## config.mk

```make
export PLATFORM = sky130hd
export DESIGN_NAME = yutorina_div_ctrl_flat
export DESIGN_NICKNAME = d
export VERILOG_FILES = /design/src/rtl/yutorina_div_ctrl_pkg.sv /design/src/rtl/yutorina_div_ctrl_if.sv /design/src/rtl/yutorina_div_step.sv /design/src/rtl/yutorina_div_ctrl.sv /design/src/flat_wrapper.sv
export SDC_FILE = /design/constraint.sdc
export NUM_CORES = 1
export LEC_CHECK = 0
export CAP_MARGIN = 20
export CORE_MARGIN = 8
export CORE_UTILIZATION = 59
export DETAILED_ROUTE_END_ITERATION = 8
export PLACE_DENSITY_LB_ADDON = 0.25
export SLEW_MARGIN = 15
export SYNTH_ARGS = -nofsm -noshare
export SYNTH_HDL_FRONTEND = slang
export SYNTH_HIERARCHICAL = 1
export SYNTH_SLANG_ARGS = --single-unit
```

## constraint.sdc

```tcl
create_clock -name clk -period 5.95 [get_ports clk]
set_input_delay 0.8925 -clock clk [delete_from_list [all_inputs] [get_ports clk]]
set_output_delay 0.8925 -clock clk [all_outputs]
set_load 0.005 [all_outputs]
```

## src/rtl/yutorina_div_ctrl_pkg.sv

```systemverilog
// Shared types and constants for the radix-2 restoring divide sequencer.
package yutorina_div_ctrl_pkg;

  localparam int DIV_WIDTH = 32;

  typedef enum logic [1:0] {
    DIV_IDLE = 2'd0,
    DIV_RUN  = 2'd1,
    DIV_DONE = 2'd2
  } div_state_e;

  // Iteration counter width; holds WIDTH-1 down to 0.
  function automatic int div_cnt_w(input int width);
    return (width > 2) ? $clog2(width) : 1;
  endfunction

endpackage

```

## src/rtl/yutorina_div_ctrl_if.sv

```systemverilog
// Request/result bundle between ID/EX and the divide sequencer.
interface yutorina_div_ctrl_if import yutorina_div_ctrl_pkg::*; #(
  parameter int WIDTH = DIV_WIDTH
);
  logic             start;
  logic             sign_;    // active-low: 0 selects a signed divide
  logic             sel_rem;
  logic [WIDTH-1:0] lhs;
  logic [WIDTH-1:0] rhs;
  logic             flush;
  logic             busy;
  logic             stall;
  logic             done;
  logic [WIDTH-1:0] out;
  logic             dz;

  modport master (
    output start, sign_, sel_rem, lhs, rhs, flush,
    input  busy, stall, done, out, dz
  );

  modport slave (
    input  start, sign_, sel_rem, lhs, rhs, flush,
    output busy, stall, done, out, dz
  );
endinterface

```

## src/rtl/yutorina_div_step.sv

```systemverilog
// One restoring-divide iteration: shift in the next dividend bit, trial
// subtract the divisor, keep the difference or restore.
module yutorina_div_step import yutorina_div_ctrl_pkg::*; #(
  parameter int WIDTH = DIV_WIDTH
) (
  input  logic [WIDTH-1:0] rem_i,
  input  logic             bit_i,
  input  logic [WIDTH-1:0] dvs_i,
  output logic [WIDTH-1:0] rem_o,
  output logic             q_bit_o
);

  logic [WIDTH:0] shifted;
  logic [WIDTH:0] diff;

  // Trial subtract in WIDTH+1 bits so the borrow lands in the top bit.
  always_comb begin
    shifted = {rem_i, bit_i};
    diff    = shifted - {1'b0, dvs_i};
    q_bit_o = ~diff[WIDTH];
    rem_o   = diff[WIDTH] ? shifted[WIDTH-1:0] : diff[WIDTH-1:0];
  end

endmodule

```

## src/rtl/yutorina_div_ctrl.sv

```systemverilog
// Multi-cycle DIV/MOD sequencer next to the EX ALU. Stalls the pipeline
// while a radix-2 restoring divide runs, then presents the signed/unsigned
// quotient or remainder with a one-cycle done pulse.
//
// state    | meaning
// DIV_IDLE | waiting for start; divide-by-zero jumps straight to DONE
// DIV_RUN  | one quotient bit per cycle, counter WIDTH-1 down to 0
// DIV_DONE | done/out/dz presented for one cycle, then back to IDLE
module yutorina_div_ctrl import yutorina_div_ctrl_pkg::*; #(
  parameter int WIDTH = DIV_WIDTH
) (
  input  logic                clk,
  input  logic                rst,
  yutorina_div_ctrl_if.slave  div_bus
);

  localparam int CNT_W = div_cnt_w(WIDTH);

  div_state_e       state_q, state_d;
  logic [CNT_W-1:0] cnt_q, cnt_d;
  logic [WIDTH-1:0] dvd_q, dvd_d;     // dividend shifting out, quotient shifting in
  logic [WIDTH-1:0] dvs_q, dvs_d;
  logic [WIDTH-1:0] rem_q, rem_d;
  logic             sel_rem_q, sel_rem_d;
  logic             q_neg_q, q_neg_d;
  logic             r_neg_q, r_neg_d;
  logic             busy_q, busy_d;
  logic             done_q, done_d;
  logic [WIDTH-1:0] out_q, out_d;
  logic             dz_q, dz_d;

  logic             accept;
  logic             signed_en;
  logic [WIDTH-1:0] lhs_abs;
  logic [WIDTH-1:0] rhs_abs;
  logic [WIDTH-1:0] step_rem;
  logic             step_qbit;
  logic [WIDTH-1:0] q_next;

  yutorina_div_step #(.WIDTH(WIDTH)) u_step (
    .rem_i   (rem_q),
    .bit_i   (dvd_q[WIDTH-1]),
    .dvs_i   (dvs_q),
    .rem_o   (step_rem),
    .q_bit_o (step_qbit)
  );

  assign q_next = {dvd_q[WIDTH-2:0], step_qbit};

  // Next-state, datapath and result logic; flush overrides everything last.
  always_comb begin
    state_d   = state_q;
    cnt_d     = cnt_q;
    dvd_d     = dvd_q;
    dvs_d     = dvs_q;
    rem_d     = rem_q;
    sel_rem_d = sel_rem_q;
    q_neg_d   = q_neg_q;
    r_neg_d   = r_neg_q;
    busy_d    = busy_q;
    done_d    = 1'b0;
    out_d     = out_q;
    dz_d      = dz_q;

    accept    = (state_q == DIV_IDLE) && div_bus.start && !div_bus.flush;
    signed_en = !div_bus.sign_;
    lhs_abs   = (signed_en && div_bus.lhs[WIDTH-1]) ? -div_bus.lhs : div_bus.lhs;
    rhs_abs   = (signed_en && div_bus.rhs[WIDTH-1]) ? -div_bus.rhs : div_bus.rhs;

    unique case (state_q)
      DIV_IDLE: begin
        if (accept) begin
          sel_rem_d = div_bus.sel_rem;
          q_neg_d   = signed_en && (div_bus.lhs[WIDTH-1] ^ div_bus.rhs[WIDTH-1]);
          r_neg_d   = signed_en && div_bus.lhs[WIDTH-1];
          dvd_d     = lhs_abs;
          dvs_d     = rhs_abs;
          rem_d     = '0;
          busy_d    = 1'b1;
          if (div_bus.rhs == '0) begin
            state_d = DIV_DONE;
            done_d  = 1'b1;
            dz_d    = 1'b1;
            out_d   = div_bus.sel_rem ? div_bus.lhs : '1;
          end else begin
            state_d = DIV_RUN;
            cnt_d   = CNT_W'(WIDTH - 1);
          end
        end
      end
      DIV_RUN: begin
        rem_d = step_rem;
        dvd_d = q_next;
        if (cnt_q == '0) begin
          state_d = DIV_DONE;
          done_d  = 1'b1;
          dz_d    = 1'b0;
          // MIN/-1 needs no special case: |MIN| is exact as unsigned and the
          // quotient sign cancels.
          if (sel_rem_q) out_d = r_neg_q ? -step_rem : step_rem;
          else           out_d = q_neg_q ? -q_next : q_next;
        end else begin
          cnt_d = cnt_q - 1'b1;
        end
      end
      DIV_DONE: begin
        state_d = DIV_IDLE;
        busy_d  = 1'b0;
      end
      default: begin
        state_d = DIV_IDLE;
        busy_d  = 1'b0;
      end
    endcase

    if (div_bus.flush) begin
      state_d = DIV_IDLE;
      busy_d  = 1'b0;
      done_d  = 1'b0;
      out_d   = out_q;
      dz_d    = dz_q;
    end
  end

  // State and datapath registers with synchronous reset.
  always_ff @(posedge clk) begin
    if (rst) begin
      state_q   <= DIV_IDLE;
      cnt_q     <= '0;
      dvd_q     <= '0;
      dvs_q     <= '0;
      rem_q     <= '0;
      sel_rem_q <= 1'b0;
      q_neg_q   <= 1'b0;
      r_neg_q   <= 1'b0;
      busy_q    <= 1'b0;
      done_q    <= 1'b0;
      out_q     <= '0;
      dz_q      <= 1'b0;
    end else begin
      state_q   <= state_d;
      cnt_q     <= cnt_d;
      dvd_q     <= dvd_d;
      dvs_q     <= dvs_d;
      rem_q     <= rem_d;
      sel_rem_q <= sel_rem_d;
      q_neg_q   <= q_neg_d;
      r_neg_q   <= r_neg_d;
      busy_q    <= busy_d;
      done_q    <= done_d;
      out_q     <= out_d;
      dz_q      <= dz_d;
    end
  end

  // Stall drops in DONE so EX captures out on the edge that sees done.
  assign div_bus.stall = accept || (state_q == DIV_RUN);
  assign div_bus.busy  = busy_q;
  assign div_bus.done  = done_q;
  assign div_bus.out   = out_q;
  assign div_bus.dz    = dz_q;

  // The issuing pipeline is stalled during RUN, so a start here is a protocol error.
  a_no_start_in_run: assert property (
    @(posedge clk) disable iff (rst) !(state_q == DIV_RUN && div_bus.start)
  );

endmodule

```

## src/flat_wrapper.sv

```systemverilog
// flat-port wrapper written by rule: the top's interface ports become plain ports
module yutorina_div_ctrl_flat import yutorina_div_ctrl_pkg::*;
#(
  parameter int WIDTH = DIV_WIDTH
)
  (clk, rst, div_bus_start, div_bus_sign_, div_bus_sel_rem, div_bus_lhs, div_bus_rhs, div_bus_flush, div_bus_busy, div_bus_stall, div_bus_done, div_bus_out, div_bus_dz);
  yutorina_div_ctrl_if #(.WIDTH(WIDTH)) div_bus_i ();
  input  logic clk;
  input  logic rst;
  input wire logic [$bits(div_bus_i.start)-1:0] div_bus_start;
  input wire logic [$bits(div_bus_i.sign_)-1:0] div_bus_sign_;
  input wire logic [$bits(div_bus_i.sel_rem)-1:0] div_bus_sel_rem;
  input wire logic [$bits(div_bus_i.lhs)-1:0] div_bus_lhs;
  input wire logic [$bits(div_bus_i.rhs)-1:0] div_bus_rhs;
  input wire logic [$bits(div_bus_i.flush)-1:0] div_bus_flush;
  output wire logic [$bits(div_bus_i.busy)-1:0] div_bus_busy;
  output wire logic [$bits(div_bus_i.stall)-1:0] div_bus_stall;
  output wire logic [$bits(div_bus_i.done)-1:0] div_bus_done;
  output wire logic [$bits(div_bus_i.out)-1:0] div_bus_out;
  output wire logic [$bits(div_bus_i.dz)-1:0] div_bus_dz;
  assign div_bus_i.start = div_bus_start;
  assign div_bus_i.sign_ = div_bus_sign_;
  assign div_bus_i.sel_rem = div_bus_sel_rem;
  assign div_bus_i.lhs = div_bus_lhs;
  assign div_bus_i.rhs = div_bus_rhs;
  assign div_bus_i.flush = div_bus_flush;
  assign div_bus_busy = div_bus_i.busy;
  assign div_bus_stall = div_bus_i.stall;
  assign div_bus_done = div_bus_i.done;
  assign div_bus_out = div_bus_i.out;
  assign div_bus_dz = div_bus_i.dz;
  yutorina_div_ctrl #(.WIDTH(WIDTH)) u_core (.clk(clk), .rst(rst), .div_bus(div_bus_i));
endmodule
```

Word level (Yosys, flattened, before mapping)
Index checks and enable logic that the tools add are counted.
{"block": "word_totals", "reg_bits": 141, "input_bits": 70, "out_inout_bits": 36, "word_cells": 80}
{"block": "classes", "add_sub_neg": 6, "eq_ne": 6, "mux": 33, "bitwise": 4, "reduce_logical": 19}
{"op": "2-to-1 mux 32 bit", "n": 12}
{"op": "one-hot mux 32 bit (2 select lines)", "n": 3}
{"op": "negation 32 bit", "n": 4}
{"op": "subtractor 33 x 32 -> 33 bit", "n": 1}
{"op": "zero test 32 bit", "n": 1}
{"op": "2-to-1 mux 5 bit", "n": 3}
{"op": "one-hot mux 5 bit (2 select lines)", "n": 1}
{"op": "AND reduction 2 bit", "n": 4}
{"op": "2-to-1 mux 1 bit", "n": 7}
{"op": "2-to-1 mux 2 bit", "n": 3}
{"op": "!= test 2 bit (second input constant)", "n": 3}
{"op": "one-hot mux 1 bit (2 select lines)", "n": 3}
{"op": "logical AND 1 bit", "n": 5}
{"op": "zero test 5 bit", "n": 1}
{"op": "AND reduction 5 bit", "n": 1}
{"op": "subtractor 5 x 1 -> 5 bit (second input constant)", "n": 1}
{"op": "!= test 2 x 1 -> 1 bit (second input constant)", "n": 2}
{"op": "one-hot mux 2 bit (2 select lines)", "n": 1}
{"op": "AND reduction 4 bit", "n": 1}
{"op": "inverter 1 bit", "n": 3}
{"op": "equality test 2 x 1 -> 1 bit (second input constant)", "n": 1}
{"op": "zero test 1 bit", "n": 2}
{"op": "zero test 2 bit", "n": 1}
{"op": "nonzero test 2 bit", "n": 1}
{"op": "3 further kinds", "n": 3}

Depth between registers and ports, before layout
{"block": "depth", "word_depth": 7, "depth_mapped": 23, "depth_no_buf": 20}

Modules after synthesis
Netlist, hierarchy kept.
{"mod": "yutorina_div_ctrl", "instances": 1, "cells_each": 1143, "area_per_inst_um2": 8719.6, "seq_area_each_um2": 2822.7}
{"mod": "yutorina_div_step", "instances": 1, "cells_each": 305, "area_per_inst_um2": 2358.5, "seq_area_each_um2": 0.0}

Least setup slack after synthesis
No wires, ideal clock.
{"block": "synth_path", "path_type": "register -> register", "from": "reg u_core.dvd_q[31]", "to": "reg u_core.out_q[19] (netlist: u_core/div_bus.out[19])", "setup_ns": 0.115, "t_arrival_ns": 5.059, "required_ns": 5.835, "setup_slack_ns": 0.775, "path_stages_with_launch": 21, "path_buffers": 2, "period_less_slack_ns": 5.175, "cell_sequence": "dfxtp_1 -> inv_1 -> ha_1 -> fa_1 -> and2b_1 -> o2111ai_2 -> a21oi_2 -> o2111ai_1 -> a211oi_2 -> nor2_4 -> mux2i_4 -> and2_4 -> buf_12 -> inv_8 -> mux2_2 -> or4_4 -> buf_6 -> or4_4 -> or4_1 -> o311a_1 -> a31o_1"}
{"block": "synth_via", "elab_chain_cells": 7, "elab_cells_between_ends": 10, "classes_between": "3 x add/sub; 6 x mux; 1 x bitwise"}
{"item": "start: declaration", "line_no": "yutorina_div_ctrl.sv:21", "rtl": "logic [WIDTH-1:0] dvd_q, dvd_d;"}
{"item": "start signal: assignment", "line_no": "yutorina_div_ctrl.sv:143", "rtl": "dvd_q <= dvd_d;"}
{"item": "subtractor 33 x 32 -> 33 bit", "line_no": "yutorina_div_step.sv:19", "rtl": "diff = shifted - {1'b0, dvs_i};"}
{"item": "2-to-1 mux 32 bit", "line_no": "yutorina_div_step.sv:21", "rtl": "rem_o = diff[WIDTH] ? shifted[WIDTH-1:0] : diff[WIDTH-1:0];"}
{"item": "via u_core.step_rem[7]", "line_no": "yutorina_div_ctrl.sv:36", "rtl": "logic [WIDTH-1:0] step_rem;"}
{"item": "negation 32 bit", "line_no": "yutorina_div_ctrl.sv:100", "rtl": "if (sel_rem_q) out_d = r_neg_q ? -step_rem : step_rem;"}
{"item": "2-to-1 mux 32 bit (2 in series)", "line_no": "yutorina_div_ctrl.sv:100"}
{"item": "2-to-1 mux 32 bit", "line_no": "yutorina_div_ctrl.sv:94", "rtl": "if (cnt_q == '0) begin"}
{"item": "one-hot mux 32 bit (2 select lines)", "line_no": "yutorina_div_ctrl.sv:70", "rtl": "unique case (state_q)"}
{"item": "end signal: assignment", "line_no": "yutorina_div_ctrl.sv:151", "rtl": "out_q <= out_d;"}
{"item": "end: declaration", "line_no": "yutorina_div_ctrl.sv:29", "rtl": "logic [WIDTH-1:0] out_q, out_d;"}
The timed path passes the listed nets, and every way through them passes these cells. The select of a mux whose other input is x is not followed.
A chain may end at the register's enable or synchronous reset.

Worst setup path in the final report
{"block": "layout_path", "from": "reg u_core.dvd_q[31]", "to": "reg u_core.out_q[26] (netlist: u_core/div_bus.out[26])"}
{"block": "layout_via", "elab_chain_cells": 7, "elab_cells_between_ends": 10, "classes_between": "3 x add/sub; 6 x mux; 1 x bitwise"}
{"item": "subtractor 33 x 32 -> 33 bit", "line_no": "yutorina_div_step.sv:19"}
{"item": "inverter 1 bit", "line_no": "yutorina_div_step.sv:20", "rtl": "q_bit_o = ~diff[WIDTH];"}
{"item": "via u_core.step_qbit", "line_no": "yutorina_div_ctrl.sv:37", "rtl": "logic step_qbit;"}
{"item": "negation 32 bit", "line_no": "yutorina_div_ctrl.sv:101", "rtl": "else out_d = q_neg_q ? -q_next : q_next;"}
{"item": "2-to-1 mux 32 bit", "line_no": "yutorina_div_ctrl.sv:101"}
{"item": "2-to-1 mux 32 bit", "line_no": "yutorina_div_ctrl.sv:100"}
{"item": "2-to-1 mux 32 bit", "line_no": "yutorina_div_ctrl.sv:94"}
{"item": "one-hot mux 32 bit (2 select lines)", "line_no": "yutorina_div_ctrl.sv:70"}
The timed path passes the listed nets, and every way through them passes these cells. The select of a mux whose other input is x is not followed.

==> results.md <==
* Endpoint type of the worst setup path: flip-flop
* Maxcap violations at 0
* Max FO, Critical Path at 27
* Fillers at 1613
* Min-Delay Path Class: flip-flop to flip-flop
* RSZ-0062 raised after global routing: false
* Ports at 106
* DRT Wirelength at between 30000 and 40000 µm
* Layout net count at 1591
* Routability cong. at roughly 0.96
* Synthesized flop and latch total at approximately 140
* H-tree depth at 4
* DP HPWL at 25800 µm
* Drt pass-1 iters at 6
* Longest Clk Path Bufs at 2
* # DRC at 0
* Post-Place Worst Slack at 434 ps
* Worst Clk Skew at approximately 12 ps
* CTS Buf Count at 17
* Core Util, Final at 68.1%
* Final Max Tran Viols at 0
* Root buf cell: clkbuf_16
* Gr ovfl total at 0
* PwrDens at 219 nW/µm²
* Period Utilization, post-route at a little over nine tenths
* Die ar. at 23400 µm²
* Post-route worst setup slack at roughly 360 ps
* Die H at ~150 µm
* Post-Layout Cell Count at approximately 1700
* Post-CTS setup buffers at 0
* CTS tree: built
* Cells after DPL at between 1500 and 2000
* Vias in the first global route at 10600
* Post-synth ARST share at 0%
* IO buf count at 105
* Status: complete, no violations
* Gr usage total at between 20% and 30%
* YS warnings at 6
* Routed wire per std cell at between 20 and 25 µm
* CP startpoint kind: flip-flop
* Post-cts resize count at 0
* Synth unique cells at 95
* Largest net degree at the start of global routing at 94
* Via/cell ratio at between 6 and 7
* Pleak at 4.64 nW
* Clk slew on worst S/H paths at around 60 ps
* Core Region at roughly 19000 µm²
* Min Clock Period, post-route at 5590 ps
* Synth Flop Type: dfxtp_1
* Die W at about 150 µm
* Crit-path cells: inv_1, ha_1, fa_1, and2b_1, o2111ai_2, a21oi_2, o2111ai_1, a211oi_2, nor2_4, mux2i_4, and2_4, inv_8, mux2_2, or3b_1, or4_1, o41ai_1, xnor2_1, o22ai_1, o31ai_1
* Worst-path cell with the longest stage delay: or4_1
* Slack of the worst reg-to-reg path at 360 ps
* Initial antenna violation count at 0
* First-pass GRT wire length at around 57000 µm
* Ant diodes at 0
* Initial core utilization at around three fifths
* Final hold vios at 0
* Gate Count Post-Synth at between 1000 and 1500
* CP max stage delay at approximately 660 ps
* Skew-Pair Late Insertion Delay at 430 ps
* Hold Buf Count CTS at 0
* WS Path Type: flip-flop to flip-flop
* Clock sinks at between 100 and 150
* Crit path required time at 6290 ps
* Post-synth EDFFs at 0
* Vias at roughly 12000
* DRT iter0 DRCs at approximately 1500
* Fin area at 12700 µm²
* Endpoints failing setup at 0
* WP data arrival at about 5900 ps
* Max VDD drop at approximately 200 µV
* Sequential cell area fraction in the yosys report at approximately a quarter
* Setup TNS at 0 ps
* Row cnt at 50
* Placed Area at 12100 µm²
* Share of cells above drive strength 1 at about 7.6%
* Synth Area per Inst at between 7 and 8 µm²
* Mapped Nets at 1556
* Fmax at between 150 and 200 MHz
* ANT nets after route at 0
* Synth-to-Final Area Change at 14.2%
* Slew margin rel. at between 20% and 30%
* Worst Max-Slew Pin Slew at between 1000 and 1500 ps
* Synthesized cell area at between 10000 and 15000 µm²
==> critical path, delay by kind of cell (launching register included) <==
family,cells,cell delay [ps]
adder cells (fa/ha/maj),2,610
AND/OR/NAND/NOR,5,1790
flip-flops,1,350
XOR/XNOR,1,170
buffers and inverters,2,270
multiplexers,2,660
AO/OA/AOI/OAI,7,1630
==> Yosys cell counts, types with 9 or more instances <==
library cell | instances | area share [%]
dfxtp_1 | 141 | 25
nand2_1 | 129 | 4.4
a21oi_1 | 119 | 5.4
nor2_1 | 109 | 3.7
clkbuf_1 | 86 | 2.9
nand3_1 | 78 | 3.5
xnor2_1 | 64 | 5.1
xor2_1 | 60 | 4.7
inv_1 | 55 | 1.9
o21ai_0 | 48 | 2.2
nor3_1 | 41 | 1.9
ha_1 | 37 | 4.2
a22oi_1 | 32 | 2.2
a31oi_1 | 30 | 1.7
a211oi_1 | 29 | 2.0
or4_1 | 27 | 1.8
o31ai_1 | 24 | 1.6
o41ai_1 | 23 | 1.8
nor4_1 | 21 | 1.2
or3_1 | 21 | 1.2
mux2_4 | 20 | 2.7
o22ai_1 | 20 | 1.1
a21o_1 | 19 | 1.3
o211ai_1 | 15 | 1.0
nand4_1 | 10 | 0.56
o21a_1 | 9 | 0.61
==> per-stage QoR <==
stage / total power [mW] / hold slack [ps]
detailed placement: 1.70 / 446
floorplan: 1.50 / 432
global route: 2.87 / 478
global placement: 1.69 / 442
CTS: 2.75 / 454
finish: 2.77 / 454
==> power breakdown <==
group | switching (mW) | internal [mW]
Combinational | 0.411 | 0.275
Clock | 0.444 | 0.620
Sequential | 0.0416 | 0.981
Total | 0.897 | 1.88
==> cell type report <==
type | instances | area, µm² | share of cell area (%)
Clock buffer | 19 | 433 | 3.42
Timing Repair Buffer | 124 | 1190 | 9.41
Clock inverter | 13 | 141 | 1.12
Inverter | 57 | 221 | 1.75
Multi-Input combinational cell | 1142 | 7550 | 59.7
Sequential cell | 141 | 2820 | 22.3
Tap cell | 234 | 293 | 2.31
==> sequential cells by signal (all words and copies together), names as in the netlist, 2 cells and up <==
name,flops
u_core/cnt_q,5
u_core/state_q,2
u_core/rem_q,32
u_core/dvd_q,32
u_core/div_bus.out,32
u_core/dvs_q,32
==> routing by layer <==
layer  vias to the layer above  wire length, µm  global-route usage [%]
li1                       5439                -                       -
met1                      5446            15300                    40.3
met2                       671            15500                    44.3
met3                       107             3810                    6.43
met4                         0             1210                    9.75
met5                         -                0                       0
==> cell usage in the layout (no fill, tap or decap), types with 19 or more instances in the layout <==
master / instances
mux2_4: 20
or3_1: 21
nand3_1: 78
a31oi_1: 30
dfxtp_1: 141
a21o_1: 19
clkdlybuf4s50_1: 104
a21oi_1: 119
o22ai_1: 20
nor3_1: 41
buf_4: 20
a211oi_1: 29
ha_1: 37
inv_1: 55
nand2_1: 129
nor4_1: 21
o21ai_0: 48
xnor2_1: 64
xor2_1: 60
o31ai_1: 24
o41ai_1: 23
or4_1: 27
a22oi_1: 32
nor2_1: 108
==> cells by family (layout without fill, tap and decap cells) <==
kind of cell	count (synthesis)	in the layout	share of synthesized area, %
simple gates	511	511	23.5
mux	32	32	3.96
xor+xnor	124	124	9.80
flops	141	141	25.5
buf+inv	165	213	6.56
compound gates	437	437	26.4
fa+ha+maj	38	38	4.36
==> worst paths after layout <==
check | from | endpoint | cells after the start
setup reg to reg | u_core/dvd_q[31] | u_core/div_bus.out[26] | 19
hold reg to reg | u_core/div_bus.out[21] | u_core/div_bus.out[21] | 2
hold / removal | u_core/div_bus.out[21] | u_core/div_bus.out[21] | 2
setup / recovery | u_core/dvd_q[31] | u_core/div_bus.out[26] | 19
Note: power is estimated with default switching activity, not from simulation.
